$ cat config.mk
export PLATFORM = sky130hd
export DESIGN_NAME = neuron_accumulator
export DESIGN_NICKNAME = d
export VERILOG_FILES = /design/src/rtl/neuron_accumulator.sv
export SDC_FILE = /design/constraint.sdc
export NUM_CORES = 2
export LEC_CHECK = 0
export ABC_CLOCK_PERIOD_IN_PS = 69400
export CORE_ASPECT_RATIO = 0.6
export CORE_MARGIN = 3
export CORE_UTILIZATION = 65
export DETAILED_ROUTE_END_ITERATION = 10
export DONT_BUFFER_PORTS = 1
export PLACE_DENSITY = 0.79
export SKIP_LAST_GASP = 1
export SYNTH_ARGS = -nofsm -noshare
export SYNTH_HDL_FRONTEND = slang
export SYNTH_SLANG_ARGS = --single-unit
$ cat constraint.sdc
create_clock -name clk -period 69.4 [get_ports clk]
set_input_delay 17.35 -clock clk [delete_from_list [all_inputs] [get_ports clk]]
set_output_delay 17.35 -clock clk [all_outputs]
set_load 0.02 [all_outputs]
$ cat src/rtl/neuron_accumulator.sv
// Single-neuron dot-product stage: accumulates bias + sum(x*w) over N_INPUTS streamed
// float pairs and offers the pre-activation sum on a valid/ready port.
module neuron_accumulator #(
  parameter int N_INPUTS = 4
) (
  input  logic        clk,
  input  logic        rst,
  input  logic        start,
  input  logic [31:0] bias,
  input  logic        in_valid,
  output logic        in_ready,
  input  logic [31:0] x,
  input  logic [31:0] w,
  output logic        out_valid,
  input  logic        out_ready,
  output logic [31:0] result,
  output logic        busy
);
  localparam int CW = $clog2(N_INPUTS + 1);
  localparam logic [1:0] S_IDLE  = 2'd0;
  localparam logic [1:0] S_ACCUM = 2'd1;
  localparam logic [1:0] S_DONE  = 2'd2;
  localparam logic [CW-1:0] LAST = CW'(N_INPUTS - 1);
  localparam logic [31:0] QNAN = 32'h7FC00000;

  // Shared single-precision multiply: round-to-nearest-even, denormal inputs/outputs as signed zero.
  function automatic logic [31:0] fmul(input logic [31:0] a, input logic [31:0] b);
    logic               s;
    logic [47:0]        p;
    logic [24:0]        m;
    logic signed [10:0] e;
    logic               g, st, a_zero, b_zero, a_inf, b_inf, a_nan, b_nan;
    s      = a[31] ^ b[31];
    a_zero = (a[30:23] == 8'h00);
    b_zero = (b[30:23] == 8'h00);
    a_inf  = (a[30:23] == 8'hFF) && (a[22:0] == 23'h0);
    b_inf  = (b[30:23] == 8'hFF) && (b[22:0] == 23'h0);
    a_nan  = (a[30:23] == 8'hFF) && (a[22:0] != 23'h0);
    b_nan  = (b[30:23] == 8'hFF) && (b[22:0] != 23'h0);
    p = 48'h0; m = 25'h0; e = 11'sd0; g = 1'b0; st = 1'b0;
    if (a_nan || b_nan || (a_inf && b_zero) || (b_inf && a_zero)) begin
      fmul = QNAN;
    end else if (a_inf || b_inf) begin
      fmul = {s, 8'hFF, 23'h0};
    end else if (a_zero || b_zero) begin
      fmul = {s, 31'h0};
    end else begin
      p = {24'h0, 1'b1, a[22:0]} * {24'h0, 1'b1, b[22:0]};
      e = $signed({3'b000, a[30:23]}) + $signed({3'b000, b[30:23]}) - 11'sd127;
      if (p[47]) begin
        m = {1'b0, p[47:24]}; g = p[23]; st = |p[22:0]; e = e + 11'sd1;
      end else begin
        m = {1'b0, p[46:23]}; g = p[22]; st = |p[21:0];
      end
      if (g && (st || m[0])) m = m + 25'd1;
      if (m[24]) begin m = m >> 1; e = e + 11'sd1; end
      if (e >= 11'sd255)    fmul = {s, 8'hFF, 23'h0};
      else if (e <= 11'sd0) fmul = {s, 31'h0};
      else                  fmul = {s, e[7:0], m[22:0]};
    end
  endfunction

  // Shared single-precision add: guard/round/sticky alignment, exact cancellation gives +0.
  function automatic logic [31:0] fadd(input logic [31:0] a, input logic [31:0] b);
    logic [31:0]        big, sml;
    logic [26:0]        mb, ms;
    logic [27:0]        sum;
    logic [7:0]         d;
    logic signed [10:0] e;
    logic [24:0]        m;
    logic               sticky, a_zero, b_zero, a_inf, b_inf, a_nan, b_nan;
    a_zero = (a[30:23] == 8'h00);
    b_zero = (b[30:23] == 8'h00);
    a_inf  = (a[30:23] == 8'hFF) && (a[22:0] == 23'h0);
    b_inf  = (b[30:23] == 8'hFF) && (b[22:0] == 23'h0);
    a_nan  = (a[30:23] == 8'hFF) && (a[22:0] != 23'h0);
    b_nan  = (b[30:23] == 8'hFF) && (b[22:0] != 23'h0);
    big = a; sml = b; mb = 27'h0; ms = 27'h0; sum = 28'h0; d = 8'h0;
    e = 11'sd0; m = 25'h0; sticky = 1'b0;
    if (a_nan || b_nan || (a_inf && b_inf && (a[31] != b[31]))) begin
      fadd = QNAN;
    end else if (a_inf) begin
      fadd = a;
    end else if (b_inf) begin
      fadd = b;
    end else if (a_zero && b_zero) begin
      fadd = {a[31] & b[31], 31'h0};
    end else if (a_zero) begin
      fadd = b;
    end else if (b_zero) begin
      fadd = a;
    end else begin
      if (a[30:0] < b[30:0]) begin big = b; sml = a; end
      d  = big[30:23] - sml[30:23];
      mb = {1'b1, big[22:0], 3'b000};
      ms = {1'b1, sml[22:0], 3'b000};
      if (d >= 8'd27) begin
        sticky = 1'b1; ms = 27'h0;
      end else begin
        sticky = |(ms & ((27'h1 << d) - 27'h1)); ms = ms >> d;
      end
      ms[0] = ms[0] | sticky;
      sum = (big[31] == sml[31]) ? ({1'b0, mb} + {1'b0, ms}) : ({1'b0, mb} - {1'b0, ms});
      e   = $signed({3'b000, big[30:23]});
      if (sum == 28'h0) begin
        fadd = 32'h0;
      end else begin
        if (sum[27]) begin sum = {1'b0, sum[27:2], sum[1] | sum[0]}; e = e + 11'sd1; end
        for (int i = 0; i < 26; i++) begin
          if (!sum[26]) begin sum = sum << 1; e = e - 11'sd1; end
        end
        m = {1'b0, sum[26:3]};
        if (sum[2] && ((|sum[1:0]) || m[0])) m = m + 25'd1;
        if (m[24]) begin m = m >> 1; e = e + 11'sd1; end
        if (e >= 11'sd255)    fadd = {big[31], 8'hFF, 23'h0};
        else if (e <= 11'sd0) fadd = {big[31], 31'h0};
        else                  fadd = {big[31], e[7:0], m[22:0]};
      end
    end
  endfunction

  logic [1:0]    r_state;
  logic [31:0]   r_acc;
  logic [CW-1:0] r_count;
  logic [31:0]   w_prod;
  logic [31:0]   w_sum;

  assign w_prod = fmul(x, w);
  assign w_sum  = fadd(r_acc, w_prod);

  // Control FSM, running sum and pair counter; start only matters in IDLE.
  always_ff @(posedge clk) begin
    if (rst) begin
      r_state <= S_IDLE;
      r_acc   <= 32'h0;
      r_count <= '0;
    end else begin
      case (r_state)
        S_IDLE: begin
          if (start) begin
            r_acc   <= bias;
            r_count <= '0;
            r_state <= S_ACCUM;
          end
        end
        S_ACCUM: begin
          if (in_valid) begin
            r_acc   <= w_sum;
            r_count <= r_count + CW'(1);
            if (r_count == LAST) r_state <= S_DONE;
          end
        end
        S_DONE: begin
          if (out_ready) r_state <= S_IDLE;
        end
        default: r_state <= S_IDLE;
      endcase
    end
  end

  assign in_ready  = (r_state == S_ACCUM);
  assign out_valid = (r_state == S_DONE);
  assign busy      = (r_state != S_IDLE);
  assign result    = (r_state == S_DONE) ? r_acc : 32'h0;

endmodule

; Yosys cells after proc, flatten, opt, wreduce, memory -nomap -nowiden
; Cells that the tools add are included.
[op_classes]
n_addsub = 39
shift = 2
multipliers = 1
n_lt_le_gt_ge = 6
bitwise = 5
eq_ne = 15
n_mux = 529
n_reduce_logical = 47
[ops]
columns = op, n
row1 = two-way mux 27 bit, 223
row2 = two-way mux 11 bit, 231
row3 = two-way mux 32 bit, 25
row4 = two-way mux 25 bit, 15
row5 = "subtractor 11 x 2 -> 11 bit, second input constant", 26
row6 = two-way mux 31 bit, 6
row7 = logical NOT 23 bit, 4
row8 = nonzero test 23 bit, 4
row9 = one-hot mux 32 bit (2 select lines), 1
row10 = multiplier 24 x 24 -> 48 bit, 1
row11 = two-way mux 23 bit, 2
row12 = "equality test 8 bit, second input constant", 4
row13 = logical NOT 8 bit, 4
row14 = less-than comparator 31 bit, 1
row15 = adder 27 x 27 -> 28 bit, 1
row16 = logical NOT 28 bit, 1
row17 = two-way mux 28 bit, 1
row18 = subtractor 27 x 27 -> 28 bit, 1
row19 = AND 27 bit, 1
row20 = OR reduction 27 bit, 1
row21 = "<< shifter 1 x 8 -> 27 bit, first input constant", 1
row22 = >> shifter 27 x 8 -> 27 bit, 1
row23 = "subtractor 27 x 1 -> 27 bit, second input constant", 1
row24 = "adder 24 x 1 -> 25 bit, second input constant", 1
row25 = 40 further kinds, 87
[totals]
output_inout_bits = 35
inputBits = 101
ff_bits = 37
elab_cells = 647

; Logic depth before layout (Yosys ltp)
[logic_depth]
ltp_word = 308
depth_mapped = 187
ltp_nobuf = 175

; Worst setup path before layout
; Ideal clock, no wire load.
[synth_timing]
path_kind = in2reg
from = input port w[12]
to = register r_acc[21]
setup_ps = 103
cell_stages = 176
slack_ps = 19755
t_arrival_ps = 49542
n_path_buf = 12
path_cell_list = clkbuf_1 -> clkbuf_1 -> nand2_1 -> fa_1 -> inv_1 -> fa_1 -> inv_1 -> fa_1 -> inv_1 -> fa_1 -> fa_1 -> fa_1 -> inv_1 -> fa_1 -> inv_1 -> ha_1 -> clkbuf_1 -> a21o_1 -> (+140 left out) -> nand4b_1 -> a211oi_1 -> or2_2 -> ha_1 -> mux2i_1 -> nor2_1 -> nor2_1 -> ha_1 -> inv_1 -> nor3_1 -> and3_1 -> o211ai_1 -> and4b_1 -> a21oi_1 -> nand2_1 -> nor3b_4 -> a21oi_1 -> a2111oi_2
[synth_via]
elab_chain_len = 308
word_cells_on_any_way = 600
classes_between = 35 x add/sub / 1 x mul / 6 x order compare / 5 x eq/ne / 2 x shift / 519 x mux / 3 x bitwise / 29 x reduce/logical
[synth_rtl]
columns = element, line
row1 = from (decl), 13  ; input logic [31:0] w,
row2 = "parallel branches: the longest is 21 deep, another holds multiplier 24 x 24 -> 48 bit", --
row3 = two-way mux 32 bit *, 41  ; if (a_nan || b_nan || (a_inf && b_zero) || (b_inf && a_zero)) begin
row4 = less-than comparator 31 bit, 93  ; if (a[30:0] < b[30:0]) begin big = b; sml = a; end
row5 = two-way mux 32 bit, 93
row6 = two-way mux 32 bit, 90  ; end else if (b_zero) begin
row7 = two-way mux 32 bit, 88  ; end else if (a_zero) begin
row8 = two-way mux 32 bit, 86  ; end else if (a_zero && b_zero) begin
row9 = two-way mux 32 bit, 84  ; end else if (b_inf) begin
row10 = (+272 left out), --
row11 = two-way mux 32 bit, 90
row12 = two-way mux 32 bit, 88
row13 = two-way mux 32 bit, 86
row14 = two-way mux 32 bit, 84
row15 = two-way mux 32 bit, 82  ; end else if (a_inf) begin
row16 = two-way mux 32 bit, 80  ; if (a_nan || b_nan || (a_inf && b_inf && (a[31] != b[31]))) begin
row17 = two-way mux 32 bit, 147  ; if (in_valid) begin
row18 = one-hot mux 32 bit (2 select lines), 138  ; case (r_state)
row19 = to (signal assigned), 141  ; r_acc <= bias;
row20 = to (signal assigned), 148  ; r_acc <= w_sum;
row21 = to (decl), 123  ; logic [31:0] r_acc;
; Mark *: on every way between the ends. The select of a mux whose other input is x is not followed.
; A chain may end at the register's enable or synchronous reset.

; Final worst setup path
[layout_timing]
from = input port w[8]
to = register r_acc[21]
; Same word-level chain as after synthesis.

==> summary.txt <==
I/O pin total = 136
core region area = 68800 µm²
max incr delay on CP = 1100 ps
M2 GR Usage = 0.602
Rows = 74
Tcrit/Tclk final = 0.835
Syn. warnings = 0
Via density = 7.09
Die ar. = 73600 µm²
net count after synthesis = 7280
worst hold stages = 1
Longest Clk Path Bufs = 2
CP Launch Type = input pin
worst-case reg-to-reg path depth = 133
Post-DRT Antenna Nets = 0
element type at the critical path end = flop
Syn-to-layout area delta = 1.07%
FF-to-FF End = r_acc[21]
CTS Hold Buffers Added = 0
post-route cell area = 46200 µm²
fmax = 17.3 MHz
starting density of the core = 0.664
layout cell share with drive strength beyond 1 = 0.0451
post-synth cell types = 139
slowest cell on the critical path = a211oi_1
Final Max Slew Viols = 26
EDFF count, synth = 0
maximum fanout along the worst path = 76
Synth async-reset ratio = 0
Residual DRC = 0
grt peak-use layer = met1
placed cells = 7042
Min-Delay Endpoint = r_state[0]
clk_skew = 7.94 ps
wire per inst = 25.5 µm
GR Overflow Total = 0
Cell Area, Synth = 45700 µm²
relative slew slack = -0.0546
Multi-input gate area = 40800 µm²
FF+latch count, synth = 37
setup bufs post-CTS = 0
CTS Root Cell = clkbuf_16
worst hold start = r_state[1]
RR Startpoint = r_acc[25]
Arr. time, crit path = 58150 ps
Post-CTS Resized = 0
met1 GRT Util = 0.709
ys flop type = dfxtp_1
gpl congestion = 1.13
most frequent cell on the critical path = ha_1
Hold Violations, Final = 0
port bufs = 0
Cells after Synth = 6398
HPWL after DPL = 146 mm
net count reported at finish = 7019
largest net degree at the start of global routing = 77
commonest non-fill, non-tap cell in the layout = nand2_1
CP required = 69590 ps
setup total negative slack = 0 ps
clk_lat worst skew = 290 ps
setup repair after global routing missed its margin = no
failing checks = max-capacitance violations, max-slew violations
status = finished, violations left
Initial DRC Count = 7872
final setup vio count = 0
DR pass1 iterations = 9
total track usage = 0.478
first-pass GRT wire length = 276 mm
Final Non-Filler Cells = 7051
TritonCTS Sinks = 37
total of max-cap violations = 6
GR Util met3 = 0.248
Fill cells = 6086
Min-Delay Path Class = flop to flop
Worst R2R Setup Slack = 39430 ps
CTS tree = done
register area = 741 µm²
Avg Inst Size Synth = 7.14 µm²
# H-tree levels = 2
Setup WS post-layout = 11440 ps
die width = 348 µm
placed cell areas = 46000 µm²
via count = 49961
Worst-path clk slew = 60 ps
Total Wirelength = 180 mm
CP Class = input pin to flop
CTS Buf Count = 5
vias in the first global route = 46527
most frequent cells in the layout = nand2_1, inv_1, nor2_1, fa_1, a21oi_1
Tmin final = 57960 ps
antenna violations before repair = 4
pre-CTS WS = 12970 ps
Seq/Total Area, Yosys = 0.0162
Die H = 211 µm
Tightest Pin Transition = 1570 ps
-- cell type report --
type	count	area share
inverters	735	0.0598
flip-flops and latches	37	0.0160
well taps	912	0.0247
multi-input cells	5288	0.884
repair buffers	70	0.0114
diodes	1	0.0000542
clock inverters	1	0.000651
clock buffers	7	0.00309
-- flip-flops by register name (all words and copies together) (netlist names) --
| name | flops |
|---|---|
| r_acc | 32 |
| r_state | 2 |
| r_count | 3 |
-- synthesized netlist by cell type (all sizes together), types with 49 or more instances --
| cell type | number | area [µm²] |
|---|---|---|
| a211oi | 92 | 721 |
| xor2 | 92 | 881 |
| xnor2 | 174 | 1670 |
| nor2 | 520 | 1970 |
| clkbuf | 263 | 987 |
| and3 | 76 | 475 |
| or3 | 63 | 399 |
| inv | 728 | 2730 |
| o211ai | 77 | 588 |
| fa | 484 | 9690 |
| nand4 | 97 | 613 |
| nand2 | 757 | 2840 |
| and2 | 339 | 2120 |
| nand3 | 172 | 866 |
| ha | 297 | 3720 |
| a21oi | 374 | 1890 |
| a31oi | 76 | 497 |
| mux2i | 87 | 871 |
| or2 | 49 | 307 |
| buf | 75 | 383 |
| a21o | 68 | 510 |
| nor4 | 89 | 642 |
| o21ai | 345 | 1760 |
| nor3 | 186 | 961 |
| o21a | 50 | 377 |
-- layer usage --
layer / up-vias / part of all wire
li1: 21802 / -
met1: 23628 / 0.41
met2: 4023 / 0.36
met3: 494 / 0.20
met4: 14 / 0.026
met5: - / 0.0030
-- worst max-delay path, delay by kind of cell --
family	cells	cell delay [ps]
AOI/OAI and AO/OA	61	14270
xor gates and xnor gates	1	190
adders and majority gates	34	11550
buffers and inverters	17	1670
muxes	6	1340
and+or+nand+nor	49	11620
-- worst max-delay path by stage --
| stage | to | startpoint | slack, ps |
|---|---|---|---|
| global route | r_acc[21] | w[8] | 8650 |
| floorplan | r_acc[21] | w[12] | 19750 |
| finish | r_acc[21] | w[8] | 11440 |
| CTS | r_acc[21] | w[8] | 13020 |
| detailed placement | r_acc[21] | w[8] | 12970 |
| global placement | r_acc[21] | w[8] | 13990 |
-- kinds of logic (layout without fill, tap and decap cells) --
| family | after synthesis | after routing | synth area share |
|---|---|---|---|
| adders and majority gates | 783 | 783 | 0.294 |
| other | 0 | 1 | 0 |
| and+or+nand+nor | 2537 | 2537 | 0.277 |
| buffers and inverters | 1073 | 813 | 0.0904 |
| xor gates and xnor gates | 272 | 272 | 0.0588 |
| muxes | 130 | 130 | 0.0321 |
| AOI/OAI and AO/OA | 1566 | 1566 | 0.231 |
| DFF | 37 | 37 | 0.0162 |
-- through the flow --
step | hold WS, ps | util
floorplan | 433 | -
global placement | 452 | 0.668
detailed placement | 482 | 0.668
CTS | 502 | 0.671
global route | 521 | 0.671
finish | 504 | 0.671
Power is not shown: default switching activity piles up to over one toggle a cycle in this logic, so the estimate is an artifact.
